===== src/rtl/serial_bit_streamer.sv =====
// Parallel-in / serial-out stage: takes WIDTH-bit words over valid/ready and
// emits them one bit per clock, with optional idle gap and framing strobes.
module serial_bit_streamer #(
  parameter int WIDTH     = 8,
  parameter bit MSB_FIRST = 1'b1,
  parameter int GAP       = 0
) (
  input  logic             clk,
  input  logic             reset_n,
  input  logic [WIDTH-1:0] data_in,
  input  logic             data_valid,
  output logic             data_ready,
  output logic             serial_out,
  output logic             serial_valid,
  output logic             word_start,
  output logic             word_done,
  output logic             busy
);

  localparam int CNT_W = $clog2(WIDTH);
  localparam logic [CNT_W-1:0] BIT_LAST = CNT_W'(WIDTH - 1);
  localparam logic [3:0]       GAP_LAST = (GAP > 0) ? 4'(GAP - 1) : 4'd0;

  typedef enum logic [1:0] {
    S_IDLE,
    S_SHIFT,
    S_GAP
  } state_e;

  state_e             state_q, state_d;
  logic [WIDTH-1:0]   shift_q, shift_d;
  logic [CNT_W-1:0]   bit_cnt_q, bit_cnt_d;
  logic [3:0]         gap_cnt_q, gap_cnt_d;
  logic               last_bit;
  logic               accept;
  logic [WIDTH-1:0]   shifted;

  // Outputs are pure decodes of registered state, so data_valid never reaches serial_out.
  always_comb begin
    last_bit     = (state_q == S_SHIFT) && (bit_cnt_q == BIT_LAST);
    data_ready   = (state_q == S_IDLE) || (last_bit && (GAP == 0));
    accept       = data_valid && data_ready;
    serial_valid = (state_q == S_SHIFT);
    serial_out   = serial_valid && (MSB_FIRST ? shift_q[WIDTH-1] : shift_q[0]);
    word_start   = serial_valid && (bit_cnt_q == '0);
    word_done    = last_bit;
    busy         = (state_q != S_IDLE);
    shifted      = MSB_FIRST ? {shift_q[WIDTH-2:0], 1'b0} : {1'b0, shift_q[WIDTH-1:1]};
  end

  always_comb begin
    // NOTE: every _d gets a default first so no path leaves it unassigned (no latch).
    state_d   = state_q;
    shift_d   = shift_q;
    bit_cnt_d = bit_cnt_q;
    gap_cnt_d = gap_cnt_q;
    case (state_q)
      S_IDLE: begin
        if (accept) begin
          shift_d   = data_in;
          bit_cnt_d = '0;
          state_d   = S_SHIFT;
        end
      end
      S_SHIFT: begin
        shift_d   = shifted;
        bit_cnt_d = bit_cnt_q + 1'b1;
        if (last_bit) begin
          bit_cnt_d = '0;
          if (GAP > 0) begin
            gap_cnt_d = '0;
            state_d   = S_GAP;
          end else if (accept) begin
            shift_d = data_in;
          end else begin
            state_d = S_IDLE;
          end
        end
      end
      S_GAP: begin
        gap_cnt_d = gap_cnt_q + 1'b1;
        if (gap_cnt_q == GAP_LAST) begin
          gap_cnt_d = '0;
          state_d   = S_IDLE;
        end
      end
      default: state_d = S_IDLE;
    endcase
  end

  // NOTE: sequential state uses non-blocking assignments only; the shift register is
  // cleared on reset as well so an aborted word leaves no stale bits behind.
  always_ff @(posedge clk) begin
    if (!reset_n) begin
      state_q   <= S_IDLE;
      shift_q   <= '0;
      bit_cnt_q <= '0;
      gap_cnt_q <= '0;
    end else begin
      state_q   <= state_d;
      shift_q   <= shift_d;
      bit_cnt_q <= bit_cnt_d;
      gap_cnt_q <= gap_cnt_d;
    end
  end

endmodule


===== config.mk =====
export PLATFORM = sky130hd
export DESIGN_NAME = serial_bit_streamer
export DESIGN_NICKNAME = d
export VERILOG_FILES = /design/src/rtl/serial_bit_streamer.sv
export SDC_FILE = /design/constraint.sdc
export NUM_CORES = 1
export LEC_CHECK = 0
export ABC_CLOCK_PERIOD_IN_PS = 1950
export CAP_MARGIN = 10
export CORE_AREA = 3 3 40 42
export CTS_BUF_LIST = sky130_fd_sc_hd__clkbuf_2 sky130_fd_sc_hd__clkbuf_4 sky130_fd_sc_hd__clkbuf_8
export DETAILED_ROUTE_END_ITERATION = 10
export DIE_AREA = 0 0 43 45
export PLACE_DENSITY_LB_ADDON = 0.08
export SYNTH_ARGS = -nofsm -noshare
export SYNTH_HDL_FRONTEND = slang
export SYNTH_SLANG_ARGS = --single-unit

===== constraint.sdc =====
create_clock -name clk -period 1.95 [get_ports clk]
set_input_delay 0.39 -clock clk [delete_from_list [all_inputs] [get_ports clk]]
set_output_delay 0.39 -clock clk [all_outputs]
set_load 0.05 [all_outputs]

# Word-level counts from Yosys, hierarchy flattened
# Index checks and enable logic that the tools add are counted.
# totals
register_bits,17
latchBits,0
mem_bits_rw,0
rom_bits,0
in_bits,11
output_inout_bits,6
mem_count,0
# op_classes
add_sub_neg,2
mul,0
n_div,0
order_cmp,0
eq_ne,7
shift,0
n_mux,13
n_bitwise,0
reduce_logical,12
# ops
cell,n
8-bit 2-to-1 mux,3
8-bit case mux with 2 select lines,1
2-bit 2-to-1 mux,4
3-bit 2-to-1 mux,2
"2-bit inequality test, second input constant",3
2-bit case mux with 3 select lines,1
3-bit case mux with 2 select lines,1
"4-bit by 1-bit adder with 4-bit output, second input constant",1
1-bit logical AND,4
4-bit logical NOT,1
4-bit 2-to-1 mux,1
4-bit AND reduction,1
2-bit nonzero test,2
"3-bit by 1-bit adder with 3-bit output, second input constant",1
"3-bit equality test, second input constant",1
3-bit logical NOT,1
"2-bit by 1-bit equality test with 1-bit output, second input constant",1
"2-bit equality test, second input constant",1
2-bit logical NOT,1
"2-bit by 1-bit inequality test with 1-bit output, second input constant",1
2-bit AND reduction,1
1-bit logical OR,1

# Longest topological paths before layout
# depth
word_depth,7
ltp_mapped,6

# Worst setup path before layout
# No wires, ideal clock.
# synth_path
path_type,reg-to-output
from,register state_q[0]
to,output word_start
t_arrival_ps,1253
setup_slack_ps,307
stages_incl_launch_ff,2
path_buffers,0
path_cell_list,dfxtp_1 -> and3b_1
# synth_via
elab_chain_len,2
# synth_rtl
element,line_no,source
from (decl),30,"state_e state_q, state_d;"
from (signal assigned),100,state_q <= state_d;
2-bit by 1-bit equality test with 1-bit output,43,serial_valid = (state_q == S_SHIFT);
1-bit logical AND,45,word_start = serial_valid && (bit_cnt_q == '0);
to (decl),15,"output logic word_start,"
# Every way passes these cells.

# Worst setup path in the final report
# layout_path
from,register bit_cnt_q[0]
to,output data_ready
# layout_via
elab_chain_len,3
# layout_rtl
element,line_no,source
from (decl),32,"logic [CNT_W-1:0] bit_cnt_q, bit_cnt_d;"
from (signal assigned),102,bit_cnt_q <= bit_cnt_d;
3-bit equality test,40,last_bit = (state_q == S_SHIFT) && (bit_cnt_q == BIT_LAST);
1-bit logical AND,40,
1-bit logical OR,41,data_ready = (state_q == S_IDLE) || (last_bit && (GAP == 0));
to (decl),12,"output logic data_ready,"
# Every way passes these cells.

==> impl_metrics.toml <==
[synthesis]
yosys.cell_types.count = 19
synth-seq-cells = 12
synth_fp_nets = 75
synth_area_per_cell_um2 = 9.62
ys_warn_count = 0
synth.most_common_cell = "dfxtp_1"
synth_area_um2 = 587
ys_top_cells_by_area = "dfxtp_1 41%, mux2i_1 15%, o21ai_0 6.8%"
synthCells = 61
synth_edf_count = 0
synthTopCellsByCount = "12 x dfxtp_1, 9 x mux2i_1, 8 x o21ai_0"
synth_area_leader_cell = "dfxtp_1"
yosysSeqAreaShare_pct = 40.9
ys.flop_type = "dfxtp_1"
yosysTopAreaCellShare_pct = 40.9
ys_async_sr_fraction_pct = 0

[critical_path]
worstPathMaxFanout = 5
cp-end-kind = "output port"
slowest_delay_ns = 0.33
worst-path-buf-inv = 2
path_cells = "ha_1 -> ha_4 -> and2b_2 -> inv_1 -> buf_12"
crit_family = "adder cells"
criticalPathCategory = "reg -> out"
arrival_ns = 1.47
start_kind = "flop"
worst_path_max_delay_cell = "dfxtp_2"
crit_required_ns = 1.56

[detailed_routing]
postRouteAntennaNets = 0
num_vias = 469
firstDrtPassIters = 4
wl_mm = 1.04
drt_iter0_drc = 5
drc = 0
wl_per_cell_um = 11.3
vias_per_cell = 5.10

[clock_tree]
clk_pin_slew_worst_paths_ns = 0.07
clock-sinks = 12
cts_buffer_depth = 2
hold_buffers = 0
cts-resized-gates = 1
cts_tree = "built"
cts_root_buffer = "clkbuf_4"
clk_latency_ns = 0.26
cts_buffers = 3
htreeDepth = 1
post-cts-setup-buffers = 0

[final_layout]
design_area_um2 = 791
drive_gt1_share_pct = 18.2
fin_nets = 93
antennaDiodeCount = 0
fill_cells = 118
post-route-util_pct = 61.5
areaGrowthSynthToFinish_pct = 34.8
multiInputGateArea_um2 = 319
regArea_um2 = 241

[sta]
setup-tns-final_ns = 0
fin_crit_sh_pct = 95.2
min_period_ns = 1.86
hold_violations = 0
max_freq_mhz = 539
tightest_slew_ns = 0.385
drv_slew = 0
slew_headroom_pct = 74.3
rsz0062_at_grt = "no"
clock_skew_ns = 0.00226
setup_violations = 0
holdWs_ns = 0.543

[grt]
grt_pass1_vias = 428
grt_start_max_net_pins = 15
grtUsageTotal_pct = 12.2
grt_remaining_overflow = 0
antenna_found_initial = 0
grt_pass1_wl_mm = 1.74

[floorplanning]
pin_count = 17
die_x_um = 43
die_area_um2 = 1940
core-area_um2 = 1280
start_util_pct = 45.7
rows = 13
die_y_um = 45

[placement]
dpl-instance-area_um2 = 753
gp_congestion = 0.657
place_hpwl_um = 813
io_buffers = 16

[pwr]
p_leak_nw = 0.323
vdd_ir_drop_max_mv = 0.357
power_density_nw_per_um2 = 674

[outcome]
run_status = "finished, final reports clean"

[min_path]
min_path_type = "reg -> reg"

[run]
cap_violations = 0
## area by class of cell
class / count / share of cell area (%)
Clock buffer: 3 / 2.85
Inverter: 3 / 1.42
Multi-Input combinational cell: 42 / 40.3
Sequential cell: 12 / 30.5
Tap cell: 15 / 2.37
Timing Repair Buffer: 17 / 22.5
## layout by cell type, fill, tap and decap left out, types with 3 or more instances in the layout
| master | count |
|---|---|
| a21oi_1 | 7 |
| and2_1 | 3 |
| buf_4 | 5 |
| clkbuf_4 | 3 |
| clkdlybuf4s50_1 | 10 |
| dfxtp_1 | 11 |
| inv_1 | 3 |
| mux2i_1 | 9 |
| nor2b_1 | 3 |
| o21ai_0 | 8 |
## metrics by stage
stage                     setup slack (ns)  cells  power, mW
after floorplan                      0.307     61      0.356
after global placement               0.241     89      0.396
after detailed placement             0.208     89      0.398
after CTS                           0.0197     92      0.540
after global routing                0.0305     92      0.564
final                               0.0942     92      0.533
## power breakdown
part,total [mW],switching [mW],internal [mW]
Clock,0.141,0.0698,0.0711
Combinational,0.118,0.0611,0.0571
Sequential,0.274,0.0108,0.263
Total,0.533,0.142,0.391
## per-layer routing
layer	wire length (um)	vias up	global-route usage [%]
met5	0	-	0
met4	13	0	7.23
met3	58	2	4.38
met2	506	14	21.0
met1	459	208	12.9
li1	-	245	-
## worst reg2reg max path: cells and delay by family, from the launching register on
kind	cells	cell delay, ns
AOI/OAI and AO/OA	2	0.20
adders and majority gates	2	0.40
buffers and inverters	1	0.19
DFF	1	0.33
muxes	1	0.20
## registers in the layout, indices dropped and copies added, names as in the netlist
| signal | count |
|---|---|
| shift_q | 8 |
| state_q | 1 |
| bit_cnt_q | 3 |
## final timing paths
path | from | end | slack, ns | cells past startpoint
worst max-delay path | bit_cnt_q[0] | data_ready | 0.09 | 5
worst min register to register | bit_cnt_q[0] | bit_cnt_q[0] | 0.54 | 2
worst min-delay path | bit_cnt_q[0] | bit_cnt_q[0] | 0.54 | 2
worst max register to register | bit_cnt_q[0] | shift_q[4] | 0.50 | 6
## cell families (layout without fill, tap and decap cells)
logic type	count (synthesis)	count (layout)	share of synthesized area, %
muxes	9	9	15.4
and+or+nand+nor	11	11	11.7
AOI/OAI and AO/OA	19	19	18.5
adders and majority gates	3	3	6.40
DFF	12	12	40.9
buffers and inverters	7	23	7.03
(Power assumes the default switching activity.)
